[src/rtl/ntt_pkg.sv]
// Shared constants and types for the forward NTT sequencer.
// Ring parameters follow the Dilithium prime field.
package ntt_pkg;
  localparam int N     = 256;
  localparam int LOG_N = 8;
  localparam int Q     = 8380417;

  typedef enum logic [1:0] {IDLE, RUN, DRAIN, DONE} state_t;

  typedef logic [LOG_N-1:0] coef_addr_t;
  typedef logic [2:0]       stage_t;
endpackage

[src/rtl/ntt_ctrl_if.sv]
// Start/done handshake, stall and RAM/ROM strobes of the NTT sequencer.
// master = polynomial engine side, slave = the sequencer.
interface ntt_ctrl_if;
  import ntt_pkg::*;

  logic       start_i;
  logic       stall_i;
  logic       busy_o;
  logic       done_o;
  logic       rd_en_o;
  coef_addr_t rd_addr_a_o;
  coef_addr_t rd_addr_b_o;
  coef_addr_t tw_idx_o;
  logic       wr_en_o;
  coef_addr_t wr_addr_a_o;
  coef_addr_t wr_addr_b_o;
  stage_t     stage_o;

  modport master (
    output start_i, stall_i,
    input  busy_o, done_o, rd_en_o,
    input  rd_addr_a_o, rd_addr_b_o, tw_idx_o,
    input  wr_en_o, wr_addr_a_o, wr_addr_b_o,
    input  stage_o
  );

  modport slave (
    input  start_i, stall_i,
    output busy_o, done_o, rd_en_o,
    output rd_addr_a_o, rd_addr_b_o, tw_idx_o,
    output wr_en_o, wr_addr_a_o, wr_addr_b_o,
    output stage_o
  );
endinterface

[src/rtl/ntt_addr_gen.sv]
// Cooley-Tukey butterfly address map: (stage, b) -> pair + twiddle.
// Pure combinational so the INTT sequencer can share it.
module ntt_addr_gen #(
  parameter int N     = ntt_pkg::N,
  parameter int LOG_N = ntt_pkg::LOG_N
) (
  input  logic [2:0]       stage,
  input  logic [LOG_N-2:0] b,
  output logic [LOG_N-1:0] addr_a,
  output logic [LOG_N-1:0] addr_b,
  output logic [LOG_N-1:0] tw_idx
);
  logic [LOG_N-1:0] bz;
  logic [LOG_N-1:0] len;
  logic [LOG_N-1:0] grp;
  logic [LOG_N-1:0] off;

  // group = b / len, offset = b % len, pair base = group * 2 * len
  always_comb begin
    bz     = {1'b0, b};
    len    = LOG_N'(N >> (int'(stage) + 1));
    grp    = bz >> (LOG_N - 1 - int'(stage));
    off    = bz & (len - LOG_N'(1));
    addr_a = (grp << (LOG_N - int'(stage))) | off;
    addr_b = addr_a + len;
    tw_idx = (LOG_N'(1) << stage) + grp;
  end
endmodule

[src/rtl/ntt_ctrl.sv]
// Forward NTT sequencer: one butterfly per unstalled cycle over all
// stages, with write-back addresses delayed by the datapath latency.
module ntt_ctrl #(
  parameter int N        = ntt_pkg::N,
  parameter int LOG_N    = ntt_pkg::LOG_N,
  parameter int PIPE_LAT = 2
) (
  input logic       clk_i,
  input logic       reset_ni,
  ntt_ctrl_if.slave bus
);
  import ntt_pkg::*;

  localparam int DCW = (PIPE_LAT > 1) ? $clog2(PIPE_LAT) : 1;
  localparam logic [LOG_N-2:0] B_LAST = (LOG_N-1)'(N / 2 - 1);
  localparam logic [DCW-1:0] DC_LAST = DCW'(PIPE_LAT - 1);
  localparam stage_t STAGE_LAST = stage_t'(LOG_N - 1);

  state_t           st;
  stage_t           stage_q;
  logic [LOG_N-2:0] b_q;
  logic [DCW-1:0]   dc_q;

  logic [LOG_N-1:0] ra;
  logic [LOG_N-1:0] rb;
  logic [LOG_N-1:0] tw;

  logic             wp_en [PIPE_LAT];
  logic [LOG_N-1:0] wp_a  [PIPE_LAT];
  logic [LOG_N-1:0] wp_b  [PIPE_LAT];

  logic rd_act;
  logic rd_en;
  logic wr_en;

  ntt_addr_gen #(
    .N     (N),
    .LOG_N (LOG_N)
  ) u_addr_gen (
    .stage  (stage_q),
    .b      (b_q),
    .addr_a (ra),
    .addr_b (rb),
    .tw_idx (tw)
  );

  // Sequencer: start capture, butterfly walk, drain, done pulse.
  always_ff @(posedge clk_i) begin
    if (!reset_ni) begin
      st      <= IDLE;
      stage_q <= '0;
      b_q     <= '0;
      dc_q    <= '0;
    end else if (st == IDLE) begin
      if (bus.start_i) begin
        st      <= RUN;
        stage_q <= '0;
        b_q     <= '0;
        dc_q    <= '0;
      end
    end else if (!bus.stall_i) begin
      unique case (st)
        RUN: begin
          if (b_q == B_LAST) begin
            st   <= DRAIN;
            dc_q <= '0;
          end else begin
            b_q <= b_q + 1'b1;
          end
        end
        DRAIN: begin
          if (dc_q == DC_LAST) begin
            dc_q <= '0;
            if (stage_q == STAGE_LAST) begin
              st <= DONE;
            end else begin
              st      <= RUN;
              stage_q <= stage_q + 1'b1;
              b_q     <= '0;
            end
          end else begin
            dc_q <= dc_q + 1'b1;
          end
        end
        DONE: begin
          st      <= IDLE;
          stage_q <= '0;
          b_q     <= '0;
        end
        default: st <= IDLE;
      endcase
    end
  end

  assign rd_act = (st == RUN);

  // Write-back delay line: advances only on unstalled cycles.
  always_ff @(posedge clk_i) begin
    if (!reset_ni) begin
      for (int i = 0; i < PIPE_LAT; i++) begin
        wp_en[i] <= 1'b0;
        wp_a[i]  <= '0;
        wp_b[i]  <= '0;
      end
    end else if (!bus.stall_i) begin
      wp_en[0] <= rd_act;
      wp_a[0]  <= rd_act ? ra : '0;
      wp_b[0]  <= rd_act ? rb : '0;
      for (int i = 1; i < PIPE_LAT; i++) begin
        wp_en[i] <= wp_en[i-1];
        wp_a[i]  <= wp_a[i-1];
        wp_b[i]  <= wp_b[i-1];
      end
    end
  end

  assign rd_en = rd_act & ~bus.stall_i;
  assign wr_en = wp_en[PIPE_LAT-1] & ~bus.stall_i;

  assign bus.busy_o      = (st != IDLE);
  assign bus.done_o      = (st == DONE) & ~bus.stall_i;
  assign bus.stage_o     = stage_q;
  assign bus.rd_en_o     = rd_en;
  assign bus.rd_addr_a_o = rd_en ? ra : '0;
  assign bus.rd_addr_b_o = rd_en ? rb : '0;
  assign bus.tw_idx_o    = rd_en ? tw : '0;
  assign bus.wr_en_o     = wr_en;
  assign bus.wr_addr_a_o = wr_en ? wp_a[PIPE_LAT-1] : '0;
  assign bus.wr_addr_b_o = wr_en ? wp_b[PIPE_LAT-1] : '0;
endmodule

[src/flat_wrapper.sv]
// flat-port wrapper written by rule: the top's interface ports become plain ports
module ntt_ctrl_flat import ntt_pkg::*;
#(
  parameter int N        = ntt_pkg::N,
  parameter int LOG_N    = ntt_pkg::LOG_N,
  parameter int PIPE_LAT = 2
)
  (clk_i, reset_ni, bus_start_i, bus_stall_i, bus_busy_o, bus_done_o, bus_rd_en_o, bus_rd_addr_a_o, bus_rd_addr_b_o, bus_tw_idx_o, bus_wr_en_o, bus_wr_addr_a_o, bus_wr_addr_b_o, bus_stage_o);
  ntt_ctrl_if bus_i ();
  input logic clk_i;
  input logic reset_ni;
  input wire logic [$bits(bus_i.start_i)-1:0] bus_start_i;
  input wire logic [$bits(bus_i.stall_i)-1:0] bus_stall_i;
  output wire logic [$bits(bus_i.busy_o)-1:0] bus_busy_o;
  output wire logic [$bits(bus_i.done_o)-1:0] bus_done_o;
  output wire logic [$bits(bus_i.rd_en_o)-1:0] bus_rd_en_o;
  output wire logic [$bits(bus_i.rd_addr_a_o)-1:0] bus_rd_addr_a_o;
  output wire logic [$bits(bus_i.rd_addr_b_o)-1:0] bus_rd_addr_b_o;
  output wire logic [$bits(bus_i.tw_idx_o)-1:0] bus_tw_idx_o;
  output wire logic [$bits(bus_i.wr_en_o)-1:0] bus_wr_en_o;
  output wire logic [$bits(bus_i.wr_addr_a_o)-1:0] bus_wr_addr_a_o;
  output wire logic [$bits(bus_i.wr_addr_b_o)-1:0] bus_wr_addr_b_o;
  output wire logic [$bits(bus_i.stage_o)-1:0] bus_stage_o;
  assign bus_i.start_i = bus_start_i;
  assign bus_i.stall_i = bus_stall_i;
  assign bus_busy_o = bus_i.busy_o;
  assign bus_done_o = bus_i.done_o;
  assign bus_rd_en_o = bus_i.rd_en_o;
  assign bus_rd_addr_a_o = bus_i.rd_addr_a_o;
  assign bus_rd_addr_b_o = bus_i.rd_addr_b_o;
  assign bus_tw_idx_o = bus_i.tw_idx_o;
  assign bus_wr_en_o = bus_i.wr_en_o;
  assign bus_wr_addr_a_o = bus_i.wr_addr_a_o;
  assign bus_wr_addr_b_o = bus_i.wr_addr_b_o;
  assign bus_stage_o = bus_i.stage_o;
  ntt_ctrl #(.N(N), .LOG_N(LOG_N), .PIPE_LAT(PIPE_LAT)) u_core (.clk_i(clk_i), .reset_ni(reset_ni), .bus(bus_i));
endmodule
[config.mk]
export PLATFORM = sky130hd
export DESIGN_NAME = ntt_ctrl_flat
export DESIGN_NICKNAME = d
export VERILOG_FILES = /design/src/rtl/ntt_pkg.sv /design/src/rtl/ntt_ctrl_if.sv /design/src/rtl/ntt_addr_gen.sv /design/src/rtl/ntt_ctrl.sv /design/src/flat_wrapper.sv
export SDC_FILE = /design/constraint.sdc
export NUM_CORES = 1
export LEC_CHECK = 0
export BUFFER_PORTS_ARGS = -buffer_cell sky130_fd_sc_hd__buf_2
export CORE_UTILIZATION = 40
export DETAILED_ROUTE_END_ITERATION = 8
export GPL_ROUTABILITY_DRIVEN = 0
export PLACE_DENSITY = 0.57
export SLEW_MARGIN = 30
export SYNTH_ARGS = -nofsm -noshare
export SYNTH_HDL_FRONTEND = slang
export SYNTH_SLANG_ARGS = --single-unit
[constraint.sdc]
create_clock -name clk_i -period 6.3 [get_ports clk_i]
set_input_delay 0.63 -clock clk_i [delete_from_list [all_inputs] [get_ports clk_i]]
set_output_delay 0.63 -clock clk_i [all_outputs]
set_load 0.005 [all_outputs]
# --- Yosys cells after proc, flatten, opt, wreduce, memory -nomap -nowiden ---
# Memory sizes are Yosys's and may differ from the RTL's.
# Cells that the tools add are included.
op_classes:
  n_addsub: 9
  eq_ne: 11
  n_shift: 4
  n_mux: 43
  bitwise: 12
  reduce_logical: 9
op_table:
  columns: ["cell", "n"]
  rows:
  - ["two-way mux 8 bit", 11]
  - ["two-way mux 7 bit", 6]
  - ["<< shifter 8 x 32 -> 8 bit", 1]
  - [">> shifter 7 x 32 -> 8 bit", 1]
  - [">> shifter 9 x 32 -> 8 bit (first input constant)", 1]
  - ["case mux 7 bit (3 select lines)", 1]
  - ["adder 8 bit", 2]
  - ["two-way mux 3 bit", 5]
  - ["two-way mux 2 bit", 6]
  - ["two-way mux 1 bit", 11]
  - ["AND 7 x 8 -> 8 bit", 1]
  - ["OR 8 bit", 1]
  - ["AND reduction 4 bit", 2]
  - ["<< shifter 1 x 3 -> 8 bit (first input constant)", 1]
  - ["subtractor 8 x 1 -> 8 bit (second input constant)", 1]
  - ["adder 7 x 1 -> 7 bit (second input constant)", 1]
  - ["equality test 7 bit (second input constant)", 1]
  - ["inequality test 3 bit (second input constant)", 2]
  - ["OR 1 bit", 6]
  - ["case mux 3 bit (2 select lines)", 1]
  - ["AND reduction 6 bit", 1]
  - ["nonzero test 3 bit", 2]
  - ["AND reduction 5 bit", 1]
  - ["subtractor 4 x 3 -> 5 bit (first input constant)", 1]
  - ["18 further kinds", 21]
totals:
  ff_bits: 13
  ramBits: 34
  in_bits: 4
  out_inout_bits: 47
  memories: 3
mem_list:
  columns: ["memory", "depth", "width", "rd", "rd_ports_with_merged_regs", "write_ports", "line", "text"]
  rows:
  - ["u_core.wp_a", 2, 8, 2, 0, 2, "ntt_ctrl.sv:29", "logic [LOG_N-1:0] wp_a [PIPE_LAT];"]
  - ["u_core.wp_b", 2, 8, 2, 0, 2, "ntt_ctrl.sv:30", "logic [LOG_N-1:0] wp_b [PIPE_LAT];"]
  - ["u_core.wp_en", 2, 1, 2, 0, 2, "ntt_ctrl.sv:28", "logic wp_en [PIPE_LAT];"]

# --- Logic depth before layout (Yosys ltp) ---
logic_depth:
  depth_word: 8
  mapped_depth: 18

# --- By module ---
# Synthesis repeated with hierarchy kept, for this count alone.
hier_totals:
  cells_unflattened: 398
  area_unflattened_um2: 3717.3
modules_own_cells:
  columns: ["module", "instances", "cells_per_inst", "area_each_um2"]
  rows:
  - ["ntt_ctrl", 1, 216, 2351.0]
  - ["ntt_addr_gen", 1, 182, 1366.3]

# --- Worst setup path before layout ---
# OpenSTA, ideal clock, no wires.
synth_path:
  path_type: "reg2out"
  start: "register u_core.stage_q[0], in the netlist u_core.bus.stage_o[0]"
  end: "output bus_rd_addr_b_o[7]"
  arrival_ns: 3.494
  t_required_ns: 5.670
  slack_ns: 2.176
  path_stages_with_launch: 15
  path_cell_list: "dfxtp_1 > buf_6 > clkinv_1 > ha_1 > buf_4 > clkbuf_1 > mux2_2 > a22oi_1 > inv_1 > ha_1 > inv_1 > o21ai_0 > nand2_1 > and4b_2 > a311o_1"
synth_between:
  elab_chain_len: 7
  word_cells_on_any_way: 11
synth_rtl:
  columns: ["element", "line", "text"]
  rows:
  - ["from (decl)", "ntt_ctrl.sv:20", "stage_t stage_q;"]
  - ["from (signal assigned)", "ntt_ctrl.sv:78", "stage_q <= stage_q + 1'b1;"]
  - ["adder 3 x 1 -> 4 bit", "ntt_addr_gen.sv:21", "len = LOG_N'(N >> (int'(stage) + 1));"]
  - [">> shifter 9 x 32 -> 8 bit", "ntt_addr_gen.sv:21", null]
  - ["subtractor 8 x 1 -> 8 bit", "ntt_addr_gen.sv:23", "off = bz & (len - LOG_N'(1));"]
  - ["AND 7 x 8 -> 8 bit", "ntt_addr_gen.sv:23", null]
  - ["OR 8 bit (*)", "ntt_addr_gen.sv:24", "addr_a = (grp << (LOG_N - int'(stage))) | off;"]
  - ["net u_core.ra[3]", "ntt_ctrl.sv:24", "logic [LOG_N-1:0] ra;"]
  - ["adder 8 bit (*)", "ntt_addr_gen.sv:25", "addr_b = addr_a + len;"]
  - ["two-way mux 8 bit (*)", "ntt_ctrl.sv:125", "assign bus.rd_addr_b_o = rd_en ? rb : '0;"]
  - ["to (decl)", "flat_wrapper.sv:18", "output wire logic [$bits(bus_i.rd_addr_b_o)-1:0] bus_rd_addr_b_o;"]
# The timed path passes the listed nets; every way through them passes the cells marked *.

# --- Worst setup path in the final report ---
layout_path:
  start: "register u_core.stage_q[1], in the netlist u_core.bus.stage_o[1]"
  end: "output bus_rd_addr_b_o[7]"
# The elaborated chain is that of the path after synthesis.

==> metrics.yaml <==
critical_path:
  crit_path_start_kind: "register"
  crit_family: "compound AO/OA/AOI/OAI gates"
  crit_start: "u_core.bus.stage_o[1]"
  r2r.worst_path.cells: 13
  crit_fanout: 20
  cp_slowest_cell: "dfxtp_1"
  criticalPathCategory: "reg2out"
  critPathBufInv: 4
  rr_startpoint: "u_core.bus.stage_o[1]"
  reg2reg_slack_ns: 1.75
  slowest_delay_ns: 0.80
  arrival_ns: 4.67
  end_kind: "output pin"
  regToRegEndpoint: "u_core.wp_b[0][7]"
  cp_common_cell: "inv_1"
  path_cells: "inv_1, ha_1, inv_1, nand3_1, o211ai_1, a32oi_1, inv_1, ha_1, a21oi_1, o21ai_0, nand2_1, and4b_2, a311o_1, buf_2"
  worstPathRequired_ns: 5.67
grt:
  grt_pass1_vias: 2903
  antenna_found_initial: 0
  grt_max_degree: 35
  grt_pass1_wl_microns: 14400
  overflow: 0
  grt.total_usage_pct: 18.2
synth:
  syn_inst: 431
  avgSynthCellArea_sq_um: 8.88
  synth_top_area_cell: "edfxtp_1"
  synth-edff-count: 34
  async_reset_ff_share_pct: 0
  synthTopCellsByCount: "and2_1, nor2_1, edfxtp_1"
  synth-seq-area-share_pct: 33.5
  ys.flop_type: "edfxtp_1"
  syn_area_sq_um: 3830
  post-synth-top-area-fraction_pct: 26.7
  synthMostInstantiatedCell: "and2_1"
  synth_warnings: 0
  ys_types: 62
  synth-seq-cells: 47
  synth_nets: 464
  synthTopCellsByArea: "edfxtp_1, and2_1, ha_1"
clock_tree:
  hold_buffers: 0
  clock_latency_ns: 0.30
  cts.sinks: 47
  cts_tree: "built"
  clk_pin_slew_ns: 0.09
  cts_repair_resize_count: 0
  cts_buffer_depth: 2
  postCtsSetupBuffers: 0
  root_buffer: "clkbuf_8"
  cts.htree.levels: 2
  cts_buffers: 5
placed_design:
  hpwl_microns: 6430
  io_buffers: 50
sta:
  finalSetupViolCount: 0
  timing.fmax_mhz: 189
  min_period_ns: 5.30
  final-hold-violation-count: 0
  drv_slew: 0
  finalSetupTns_ns: 0
  rsz0062_at_grt: "no"
  slew_headroom_pct: 48.0
  skew_ns: 0.0102
  period_share_pct: 84.1
  worst_slew_pin_slew_ns: 0.778
drt:
  vias_per_cell: 5.25
  first_pass_iters: 4
  drt_iter0_drc: 119
  drc: 0
  wl_microns: 8580
  ant_nets: 0
  wl_per_cell_microns: 14.4
  dr_total_vias: 3129
final_layout:
  area_growth_pct: 10.4
  drive_above_1_share_pct: 17.1
  diodes: 0
  nNetsFinal: 499
run:
  maxCapViolCount: 0
power_and_ir_drop:
  p_clk_share_pct: 32.9
  peakVddDrop_uv: 84.7
  p_leak_nw: 1.81
  p_sw_share_pct: 26.5
  p_per_area_nw_per_um2: 162
  p_switching_w: 0.000181
  total_power_w: 0.000684
  combPwrFrac_pct: 15.9
  p_int_w: 0.000503
  seqPwrFrac_pct: 51.1
min_path:
  holdPathStages: 1
  worstHoldPathType: "reg2reg"
  hp-start: "u_core.wp_b[0][0]"
  hold_end: "u_core.wp_b[0][8]"
floorplanning:
  die_h_microns: 99.8
  die_x_microns: 99.8
  boundaryPins: 51
  start_util_pct: 41.4
  die-area_sq_um: 9960
  row_count: 35
  core_sq_um: 9240
run_status:
  status: "finished clean"
## sequential cells by signal (all words and copies together) (netlist names)
signal              count
u_core.dc_q             1
u_core.st               2
u_core.wp_a            16
u_core.bus.stage_o      3
u_core.wp_b            16
u_core.b_q              7
u_core.wp_en            2
## per-stage QoR
step	cells	instance area (sq um)	hold slack [ns]	util [%]	setup WS (ns)
detailed placement	588	4110	0.502	44.5	1.43
floorplan	431	3830	0.497	-	2.18
CTS	596	4220	0.516	45.7	1.04
global route	596	4220	0.538	45.7	0.562
global placement	588	4110	0.502	44.5	1.48
finish	596	4220	0.518	45.7	1.00
## worst max path at each step
| stage | endpoint | slack [ns] | cells after the start |
|---|---|---|---|
| floorplan | bus_rd_addr_b_o[7] | 2.18 | 14 |
| global placement | bus_rd_addr_b_o[7] | 1.48 | 13 |
| detailed placement | bus_rd_addr_b_o[7] | 1.43 | 14 |
| CTS | bus_rd_addr_b_o[7] | 1.04 | 14 |
| global route | bus_rd_addr_b_o[7] | 0.56 | 14 |
| finish | bus_rd_addr_b_o[7] | 1.00 | 14 |
## placed cells by master (no fill, tap or decap), types with 3 or more instances in the layout
master and count:
o31ai_1 3, a31oi_1 5, mux2_2 6, xnor2_1 8
and3_1 6, nand2b_1 3, or3_1 3, edfxtp_1 34
nor2_1 39, nor2b_1 16, nand2_1 20, nand3_1 5
a22o_1 4, a21boi_0 7, and2_1 54, a22oi_1 4
ha_1 27, mux2i_1 7, a21oi_1 15, a21o_1 3
inv_1 27, o21ai_0 24, nor3_1 18, xor2_1 5
o211ai_1 3, buf_2 50, buf_4 3, dfxtp_1 13
nor3b_1 4, a211oi_1 4, clkbuf_8 5
## final cells by class
| type | instances | area, sq um |
|---|---|---|
| fill | 910 | 5020 |
| inverter | 28 | 105 |
| clock buffer | 5 | 68.8 |
| tap | 129 | 161 |
| clock inverter | 3 | 46.3 |
| sequential | 47 | 1280 |
| multi-input combinational | 331 | 2290 |
| timing repair buffer | 53 | 273 |
## power by group through the flow
stage | combinational [W] | sequential, W | clock [W]
5_1_grt | 0.000124 | 0.000352 | 0.000245
4_1_cts | 0.000109 | 0.000350 | 0.000234
3_5_place_dp | 0.000108 | 0.000357 | 0
3_3_place_gp | 0.000108 | 0.000357 | 0
6_report | 0.000109 | 0.000350 | 0.000225
2_1_floorplan | 0.0000876 | 0.000356 | 0
## kinds of logic (layout without fill, tap and decap cells)
logic type	Yosys count	count (layout)	synth area share [%]
and+or+nand+nor	181	181	25.6
AOI/OAI and AO/OA	95	95	17.7
buffers and inverters	53	89	6.70
DFF	47	47	33.5
adders and majority gates	29	29	9.88
xor gates and xnor gates	13	13	2.98
muxes	13	13	3.60
## routing by layer
layer	vias up	global-route usage, %	routed length, microns
met4	0	6.56	194
li1	1591	-	-
met5	-	0	0
met3	14	3.34	308
met2	68	29.9	4100
met1	1456	23.8	3980
Note: power is estimated with default switching activity, not from simulation.
